$ cat src/rtl/uart_tx_pkg.sv
// Shared definitions for the memory-mapped 8N1 transmitter: register map,
// STATUS/CTRL bit positions, transmit FSM states and the reset divisor.
package uart_tx_pkg;

  localparam logic [2:0] ADDR_THR_STAT = 3'd0;
  localparam logic [2:0] ADDR_DIVL     = 3'd1;
  localparam logic [2:0] ADDR_DIVH     = 3'd2;
  localparam logic [2:0] ADDR_CTRL     = 3'd3;

  localparam int STAT_EMPTY   = 0;
  localparam int STAT_FULL    = 1;
  localparam int STAT_IDLE    = 2;
  localparam int STAT_OVF     = 3;
  localparam int STAT_CNT_LSB = 4;

  localparam int CTRL_EN    = 0;
  localparam int CTRL_IEN   = 1;
  localparam int CTRL_FLUSH = 7;

  // 50 MHz / 115200 baud
  localparam logic [15:0] TX_DEFAULT_DIV = 16'd434;

  typedef enum logic [1:0] {
    ST_IDLE,
    ST_START,
    ST_DATA,
    ST_STOP
  } tx_state_e;

endpackage

$ cat src/rtl/sync_fifo.sv
// Single-clock FIFO with first-word-fall-through output, synchronous flush,
// and push+pop allowed in the same cycle even when full.
module sync_fifo #(
  parameter int WIDTH = 8,
  parameter int DEPTH = 8,
  localparam int AW = $clog2(DEPTH),
  localparam int CW = AW + 1
) (
  input  logic             clk,
  input  logic             reset_n,
  input  logic             push,
  input  logic             pop,
  input  logic             flush,
  input  logic [WIDTH-1:0] din,
  output logic [WIDTH-1:0] dout,
  output logic             full,
  output logic             empty,
  output logic [CW-1:0]    count
);

  logic [WIDTH-1:0] mem [DEPTH];
  logic [AW-1:0]    wptr;
  logic [AW-1:0]    rptr;
  logic             push_ok;
  logic             pop_ok;

  assign empty   = (count == '0);
  assign full    = (count == CW'(DEPTH));
  assign pop_ok  = pop & ~empty;
  // A full FIFO still accepts a push when the head leaves in the same cycle.
  assign push_ok = push & (~full | pop_ok);
  assign dout    = mem[rptr];

  always_ff @(posedge clk) begin
    if (push_ok && !flush) begin
      mem[wptr] <= din;
    end
  end

  always_ff @(posedge clk or negedge reset_n) begin
    if (!reset_n) begin
      wptr  <= '0;
      rptr  <= '0;
      count <= '0;
    end else if (flush) begin
      wptr  <= '0;
      rptr  <= '0;
      count <= '0;
    end else begin
      if (push_ok) wptr <= wptr + AW'(1);
      if (pop_ok)  rptr <= rptr + AW'(1);
      unique case ({push_ok, pop_ok})
        2'b10:   count <= count + CW'(1);
        2'b01:   count <= count - CW'(1);
        default: count <= count;
      endcase
    end
  end

endmodule

$ cat src/rtl/uart_tx_fifo.sv
// Memory-mapped 8N1 serial transmitter: CPU pushes bytes into a FIFO and the
// FSM serialises them LSB first at a programmable bit period of DIV clocks.
module uart_tx_fifo
  import uart_tx_pkg::*;
#(
  parameter int          DEPTH       = 8,
  parameter logic [15:0] DEFAULT_DIV = TX_DEFAULT_DIV,
  localparam int         CW          = $clog2(DEPTH) + 1
) (
  input  logic       clk,
  input  logic       reset_n,
  input  logic       cs_n,
  input  logic       wr_n,
  input  logic       rd_n,
  input  logic [2:0] addr,
  input  logic [7:0] wr_data,
  output logic [7:0] rd_data,
  output logic       sout,
  output logic       tx_intr
);

  logic          wr, rd, wr_q, rd_stat_q, wr_pulse;
  logic          push, pop, flush;
  logic          fifo_full, fifo_empty;
  logic [7:0]    fifo_dout;
  logic [CW-1:0] fifo_count;
  logic [15:0]   div, reload;
  logic          en, ien, overflow, idle;

  tx_state_e   state, state_n;
  logic [15:0] cnt, cnt_n;
  logic [2:0]  bit_idx, bit_idx_n;
  logic [7:0]  shreg, shreg_n;
  logic        sout_n;

  assign wr       = ~cs_n & ~wr_n;
  assign rd       = ~cs_n & ~rd_n;
  assign wr_pulse = wr & ~wr_q;
  assign push     = wr_pulse && (addr == ADDR_THR_STAT);
  assign flush    = wr_pulse && (addr == ADDR_CTRL) && wr_data[CTRL_FLUSH];
  assign idle     = fifo_empty && (state == ST_IDLE);
  // DIV=0 behaves as a one-cycle bit.
  assign reload   = (div == 16'd0) ? 16'd0 : div - 16'd1;

  sync_fifo #(.WIDTH(8), .DEPTH(DEPTH)) u_fifo (
    .clk     (clk),
    .reset_n (reset_n),
    .push    (push),
    .pop     (pop),
    .flush   (flush),
    .din     (wr_data),
    .dout    (fifo_dout),
    .full    (fifo_full),
    .empty   (fifo_empty),
    .count   (fifo_count)
  );

  always_ff @(posedge clk or negedge reset_n) begin
    if (!reset_n) begin
      wr_q      <= 1'b0;
      rd_stat_q <= 1'b0;
      div       <= DEFAULT_DIV;
      en        <= 1'b1;
      ien       <= 1'b0;
      overflow  <= 1'b0;
      tx_intr   <= 1'b0;
    end else begin
      wr_q      <= wr;
      rd_stat_q <= rd && (addr == ADDR_THR_STAT);
      tx_intr   <= ien & fifo_empty;
      if (wr_pulse) begin
        unique case (addr)
          ADDR_DIVL: div[7:0]  <= wr_data;
          ADDR_DIVH: div[15:8] <= wr_data;
          ADDR_CTRL: begin
            en  <= wr_data[CTRL_EN];
            ien <= wr_data[CTRL_IEN];
          end
          default: ;
        endcase
      end
      // Sticky until the CPU finishes a STATUS read (falling edge of rd).
      if (push && fifo_full && !pop) overflow <= 1'b1;
      else if (rd_stat_q && !rd)     overflow <= 1'b0;
    end
  end

  always_comb begin
    rd_data = 8'h00;
    unique case (addr)
      ADDR_THR_STAT: begin
        rd_data[STAT_EMPTY]                 = fifo_empty;
        rd_data[STAT_FULL]                  = fifo_full;
        rd_data[STAT_IDLE]                  = idle;
        rd_data[STAT_OVF]                   = overflow;
        rd_data[STAT_CNT_LSB +: 4]          = 4'(fifo_count);
      end
      ADDR_DIVL: rd_data = div[7:0];
      ADDR_DIVH: rd_data = div[15:8];
      ADDR_CTRL: begin
        rd_data[CTRL_EN]  = en;
        rd_data[CTRL_IEN] = ien;
      end
      default: rd_data = 8'h00;
    endcase
  end

  always_ff @(posedge clk or negedge reset_n) begin
    if (!reset_n) begin
      state   <= ST_IDLE;
      cnt     <= 16'd0;
      bit_idx <= 3'd0;
      shreg   <= 8'h00;
      sout    <= 1'b1;
    end else begin
      state   <= state_n;
      cnt     <= cnt_n;
      bit_idx <= bit_idx_n;
      shreg   <= shreg_n;
      sout    <= sout_n;
    end
  end

  // Each state holds for reload+1 cycles; the line level is registered so it
  // changes on the clock after the decision.
  always_comb begin
    state_n   = state;
    cnt_n     = cnt;
    bit_idx_n = bit_idx;
    shreg_n   = shreg;
    sout_n    = sout;
    pop       = 1'b0;
    unique case (state)
      ST_IDLE: begin
        if (en && !fifo_empty) begin
          pop     = 1'b1;
          shreg_n = fifo_dout;
          cnt_n   = reload;
          sout_n  = 1'b0;
          state_n = ST_START;
        end
      end
      ST_START: begin
        if (cnt == 16'd0) begin
          cnt_n     = reload;
          sout_n    = shreg[0];
          shreg_n   = {1'b0, shreg[7:1]};
          bit_idx_n = 3'd0;
          state_n   = ST_DATA;
        end else begin
          cnt_n = cnt - 16'd1;
        end
      end
      ST_DATA: begin
        if (cnt == 16'd0) begin
          cnt_n = reload;
          if (bit_idx == 3'd7) begin
            sout_n  = 1'b1;
            state_n = ST_STOP;
          end else begin
            bit_idx_n = bit_idx + 3'd1;
            sout_n    = shreg[0];
            shreg_n   = {1'b0, shreg[7:1]};
          end
        end else begin
          cnt_n = cnt - 16'd1;
        end
      end
      ST_STOP: begin
        if (cnt == 16'd0) begin
          if (en && !fifo_empty) begin
            pop     = 1'b1;
            shreg_n = fifo_dout;
            cnt_n   = reload;
            sout_n  = 1'b0;
            state_n = ST_START;
          end else begin
            state_n = ST_IDLE;
          end
        end else begin
          cnt_n = cnt - 16'd1;
        end
      end
      default: state_n = ST_IDLE;
    endcase
  end

endmodule

$ cat config.mk
export PLATFORM = sky130hd
export DESIGN_NAME = uart_tx_fifo
export DESIGN_NICKNAME = d
export VERILOG_FILES = /design/src/rtl/uart_tx_pkg.sv /design/src/rtl/sync_fifo.sv /design/src/rtl/uart_tx_fifo.sv
export SDC_FILE = /design/constraint.sdc
export NUM_CORES = 1
export LEC_CHECK = 0
export ABC_AREA = 1
export CORE_MARGIN = 1.5
export CORE_UTILIZATION = 45
export CTS_BUF_LIST = sky130_fd_sc_hd__clkbuf_16
export DETAILED_ROUTE_END_ITERATION = 8
export PLACE_DENSITY = 0.64
export SLEW_MARGIN = 20
export SYNTH_ARGS = -nofsm -noshare
export SYNTH_HDL_FRONTEND = slang
export SYNTH_HIERARCHICAL = 1
export SYNTH_SLANG_ARGS = --single-unit
export TNS_END_PERCENT = 100
$ cat constraint.sdc
create_clock -name clk -period 3.6 [get_ports clk]
set_input_delay 0.72 -clock clk [delete_from_list [all_inputs] [get_ports clk]]
set_output_delay 0.72 -clock clk [all_outputs]
set_load 0.005 [all_outputs]
# Word-level counts from Yosys, hierarchy flattened
# Memories as Yosys holds them, arrays and structs flattened.
# Cells that the tools add are included.
dict set report totals {
  word_cells 128
  reg_bits 62
  mem_bits_rw 64
  output_inout_bits 10
  in_bits 16
  n_memories 1
}
# memory depth word_bits read_ports rd_ports_with_merged_regs wr line_no
set memory_table {}
lappend memory_table {u_fifo.mem 8 8 1 0 1 sync_fifo.sv:21} ;# logic [WIDTH-1:0] mem [DEPTH];
dict set report op_classes {
  add_sub_neg 7
  reduce_logical 32
  n_eq_ne 16
  bitwise_logic 13
  n_mux 43
}
# operator n
set op_table {}
lappend op_table {{$mux W16} 4}
lappend op_table {{$pmux W16 S3} 1}
lappend op_table {{$mux W8} 5}
lappend op_table {{$logic_not A16 Y1} 2}
lappend op_table {{$pmux W8 S4} 1}
lappend op_table {{$sub A16 B1 Y16 const B} 2}
lappend op_table {{$mux W3} 7}
lappend op_table {{$pmux W6 S3} 1}
lappend op_table {{$pmux W2 S4} 2}
lappend op_table {{$mux W1} 12}
lappend op_table {{$logic_and A1 B1 Y1} 10}
lappend op_table {{$mux W2} 5}
lappend op_table {{$ne A2 B2 Y1 const B} 5}
lappend op_table {{$add A3 B1 Y3 const B} 3}
lappend op_table {{$pmux W4 S2} 1}
lappend op_table {{$reduce_and A4 Y1} 2}
lappend op_table {{$reduce_bool A2 Y1} 4}
lappend op_table {{$and A1 B1 Y1} 6}
lappend op_table {{$eq A2 B2 Y1 const B} 3}
lappend op_table {{$eq A3 B2 Y1 const B} 2}
lappend op_table {{$not A1 Y1} 6}
lappend op_table {{$pmux W3 S2} 1}
lappend op_table {{$reduce_and A2 Y1} 3}
lappend op_table {{$reduce_and A5 Y1} 1}
lappend op_table {{18 further kinds} 22}

# Longest topological paths before layout
dict set report logic_depth {
  word_depth 12
  depth_mapped 21
  depth_no_buf 21
}

# Modules after synthesis
# Netlist, hierarchy kept.
# module seq_area_each_um2 n_inst cells_each area_each_um2
set modules_own_cells {}
lappend modules_own_cells {uart_tx_fifo 1310.0 1 580 3862.5}
lappend modules_own_cells {sync_fifo 2172.1 1 290 3229.3}

# Least setup slack after synthesis
# OpenSTA, ideal clock, no wires.
dict set report synth_timing {
  path_type {register to register}
  from {register cnt[0]}
  to {memory u_fifo.mem[1][0] (enable)}
  stages_incl_launch_ff 17
  arrival_ps 2279
  t_required_ps 3230
  n_path_buf 0
  setup_ps 370
  slack_ps 950
  period_less_slack_ps 2650
  cell_sequence {dfrtp_1 -> inv_1 -> ha_1 -> nand3_1 -> nor2_1 -> nand2_1 -> nor2_1 -> nand2_1 -> nand2_1 -> nand3_1 -> inv_1 -> nand2_4 -> nand2_4 -> nand2_4 -> nor2_8 -> nand2_2 -> nor2_1}
}
dict set report synth_via {
  elab_chain_len 9
}
# element line_no
set synth_rtl {}
lappend synth_rtl {{from (decl)} uart_tx_fifo.sv:31} ;# logic [15:0] cnt, cnt_n;
lappend synth_rtl {{from (signal assigned)} uart_tx_fifo.sv:117} ;# cnt <= cnt_n;
lappend synth_rtl {{$logic_not A16 Y1} uart_tx_fifo.sv:170} ;# if (cnt == 16'd0) begin
lappend synth_rtl {{$mux W1} uart_tx_fifo.sv:170}
lappend synth_rtl {{$pmux W1 S2} uart_tx_fifo.sv:133} ;# unique case (state)
lappend synth_rtl {{via pop} uart_tx_fifo.sv:23} ;# logic push, pop, flush;
lappend synth_rtl {{$and A1 B1 Y1} sync_fifo.sv:29} ;# assign pop_ok = pop & ~empty;
lappend synth_rtl {{$or A1 B1 Y1} sync_fifo.sv:31} ;# assign push_ok = push & (~full | pop_ok);
lappend synth_rtl {{$and A1 B1 Y1} sync_fifo.sv:31}
lappend synth_rtl {{$logic_and A1 B1 Y1} sync_fifo.sv:35} ;# if (push_ok && !flush) begin
lappend synth_rtl {{$mux W1} sync_fifo.sv:35}
lappend synth_rtl {{$mux W1 (implied by the code)} sync_fifo.sv:36} ;# mem[wptr] <= din;
lappend synth_rtl {{to (decl)} sync_fifo.sv:21}
# The timed path passes the listed nets, and every way through them passes these cells.

# Final worst setup path
dict set report layout_timing {
  from {input addr[0]}
  to {output rd_data[1]}
}
dict set report layout_via {
  elab_chain_len 2
  elab_cells_between_ends 5
  classes_between {eq/ne (3); mux (1); reduce/logical (1)}
}
# element line_no
set layout_rtl {}
lappend layout_rtl {{from (decl)} uart_tx_fifo.sv:15} ;# input logic [2:0] addr,
lappend layout_rtl {{$eq A3 B2 Y1 (tied with other cells)} uart_tx_fifo.sv:90} ;# unique case (addr)
lappend layout_rtl {{$pmux W2 S4 *} uart_tx_fifo.sv:90}
lappend layout_rtl {{to (decl)} uart_tx_fifo.sv:17} ;# output logic [7:0] rd_data,
# Mark *: on every way between the ends. The rest lies on a longest branch, timed or not.

==> flow_metrics.env <==
export IMPL_outcome="complete, no violations"
export IMPL_crit_chain="clkdlybuf4s50_1, inv_1, nor3_1, a22oi_1, o211ai_1, clkdlybuf4s50_1"
export IMPL_period_share_pct=90.11
export IMPL_vias_per_cell=5.269
export IMPL_synth_top_area_share_pct=27.10
export IMPL_synth_main_ff_cell="edfxtp_1"
export IMPL_slew_violations=0
export IMPL_first_pass_iters=5
export IMPL_synth_top_area_cell="edfxtp_1"
export IMPL_n_antenna_cell=0
export IMPL_slew_headroom_pct=53.19
export IMPL_yosysUniqueCellTypes=49
export IMPL_antenna_found_initial=0
export IMPL_post_route_util_pct=53.42
export IMPL_cp_max_fo=6
export IMPL_die_w_um=128.5
export IMPL_cts_clk_slew_worst_paths_ns=0.06
export IMPL_io_buffers=25
export IMPL_fin_worst_skew_ns=0.01291
export IMPL_hold_class="input port to async pin"
export IMPL_cts_setup_buffers=0
export IMPL_p_total_mw=6.543
export IMPL_rows=45
export IMPL_rsz0062_at_grt="false"
export IMPL_grt_max_degree=37
export IMPL_power_leakage_nw=3.577
export IMPL_drt_wl_total_um=17300
export IMPL_final_layout_size_suffix_gt1_share_pct=11.00
export IMPL_gp_congestion=0.9458
export IMPL_start_util_pct=46.31
export IMPL_die_h_um=128.5
export IMPL_cts_path_max_buffers=2
export IMPL_setup_viol=0
export IMPL_ant_nets=0
export IMPL_max_freq_mhz=308.3
export IMPL_crit_top_cell="clkdlybuf4s50_1"
export IMPL_final_common_cell="nand2_1"
export IMPL_cp_start_kind="input port"
export IMPL_cts_root_buf="clkbuf_16"
export IMPL_nNetsFinal=936
export IMPL_seq_area_frac_synth_pct=49.10
export IMPL_die_area_um2=16520
export IMPL_cap_viol_max_count=0
export IMPL_slowest_stage="clkdlybuf4s50_1"
export IMPL_layout_common_cells="nand2_1, nor2_1, nand3_1, o21ai_0, inv_1"
export IMPL_worst_pin_slew_ns=0.7021
export IMPL_insertion_delay_ns=0.43
export IMPL_cp_arrival_ns=2.52
export IMPL_drt_iter0_drc=479
export IMPL_vias=5949
export IMPL_avgSynthCellArea_um2=8.151
export IMPL_grt_usage_pct=22.90
export IMPL_pwr_density_cell_nw_per_um2=799.8
export IMPL_crit_path_max_incr_delay_ns=0.60
export IMPL_dp_final_hpwl_um=12060
export IMPL_grt_overflow=0
export IMPL_critPathKind="input port to output port"
export IMPL_fin_setup_tns_ns=0
export IMPL_cts_max_level=4
export IMPL_ctsResizeCount=0
export IMPL_grt_pass1_vias=5788
export IMPL_synth_edf_count=64
export IMPL_area_growth_pct=15.35
export IMPL_hold_buffers=0
export IMPL_cts_sinks=126
export IMPL_pin_count=26
export IMPL_cts_tree="yes"
export IMPL_path_delay_family="buffers and inverters"
export IMPL_crit_required_ns=2.88
export IMPL_avgRoutedWirePerCell_um=15.32
export IMPL_synth_async_reset_ratio_pct=49.21
export IMPL_grt_pass1_wl_um=29440
export IMPL_syn_nets=901
export IMPL_ir_worst_vdd_uv=556.1
export IMPL_netlist_instances=870
export IMPL_worst_slack_ns=0.3560
export IMPL_yosys_warnings=6
export IMPL_min_period_ns=3.244
export IMPL_hold_viol=0
export IMPL_dp_slack_ns=0.3545
export IMPL_cts_inserted_buffers=17
export IMPL_yosys_top_cells_area="edfxtp_1, dfrtp_1, nand2_1"
export IMPL_core_um2=15310
export IMPL_cp_num_buf_inv=3
export IMPL_drc=0
export IMPL_synth_seq_cells=126
export IMPL_endpoint_kind="output port"
export IMPL_netlist_area_um2=7092
-- Yosys cell counts (6+ instances only) --
cell type,count
nand3_1,73
nor2_1,114
nor2_2,11
dfrtp_1,55
inv_1,64
a21oi_1,23
dfstp_2,7
edfxtp_1,64
nand2_4,7
o21ai_1,21
o211ai_1,9
nand4_1,9
nand2_1,241
nor3_1,6
xor2_1,8
ha_1,14
clkbuf_1,17
o21ai_0,70
-- final timing paths --
kind | start | endpoint | slack, ns | depth (start not counted)
hold reg to reg | sout | sout | 0.47 | 2
min in group clk | sout | sout | 0.47 | 2
max in group asynchronous | reset_n | div[8] | 2.55 | 2
hold / removal | reset_n | shreg[4] | 0.35 | 1
setup reg to reg | cnt[0] | u_fifo/count[3] | 0.58 | 21
setup / recovery | addr[0] | rd_data[1] | 0.36 | 6
-- power by group --
group	internal [mW]	switching (mW)	total, mW
registers	1.77	0.321	2.10
clock network	0.960	0.684	1.64
logic	0.972	1.83	2.80
total	3.71	2.84	6.54
-- metal layers --
| metal | global-route usage [%] | up-vias | part of all wire, % |
|---|---|---|---|
| met5 | 0 | - | 0 |
| met2 | 37.60 | 166 | 48 |
| met4 | 7.204 | 0 | 1.3 |
| met1 | 30.59 | 2783 | 45 |
| li1 | - | 2980 | - |
| met3 | 4.865 | 20 | 5.3 |
-- registers in the layout, indices dropped and copies added, names as in the netlist --
name and cells:
bit_idx 3, cnt 16, div 16, en 1, ien 1, overflow 1, rd_stat_q 1, shreg 8
sout 1, state 2, tx_intr 1, u_fifo/count 4, u_fifo/mem 64, u_fifo/rptr 3, u_fifo/wptr 3, wr_q 1
-- metrics by stage --
| stage | hold slack [ns] | instances | area [um2] |
|---|---|---|---|
| after CTS | 0.3662 | 1129 | 8179 |
| final | 0.3455 | 1129 | 8180 |
| after global placement | 0.4628 | 1097 | 7617 |
| after floorplan | 0.4244 | 870 | 7092 |
| after detailed placement | 0.4674 | 1097 | 7617 |
| after global routing | 0.3996 | 1129 | 8180 |
-- logic make-up (layout without fill, tap and decap cells) --
logic type / count (synthesis) / after routing / synth area share (%)
DFF: 126 / 126 / 49.10
and+or+nand+nor: 480 / 480 / 29.94
xor gates and xnor gates: 9 / 9 / 1.112
buffers and inverters: 98 / 146 / 5.734
adders and majority gates: 15 / 15 / 2.752
AOI/OAI and AO/OA: 142 / 142 / 11.36
-- cell type report --
class | count | area [um2]
Inverter | 70 | 267.8
Clock inverter | 15 | 136.4
Sequential cell | 126 | 3483
Timing Repair Buffer | 44 | 400.4
Clock buffer | 17 | 425.4
Multi-Input combinational cell | 646 | 3203
Tap cell | 211 | 264.0
Fill cell | 1461 | 7134
No activity file was read; power rests on OpenSTA's default activity.
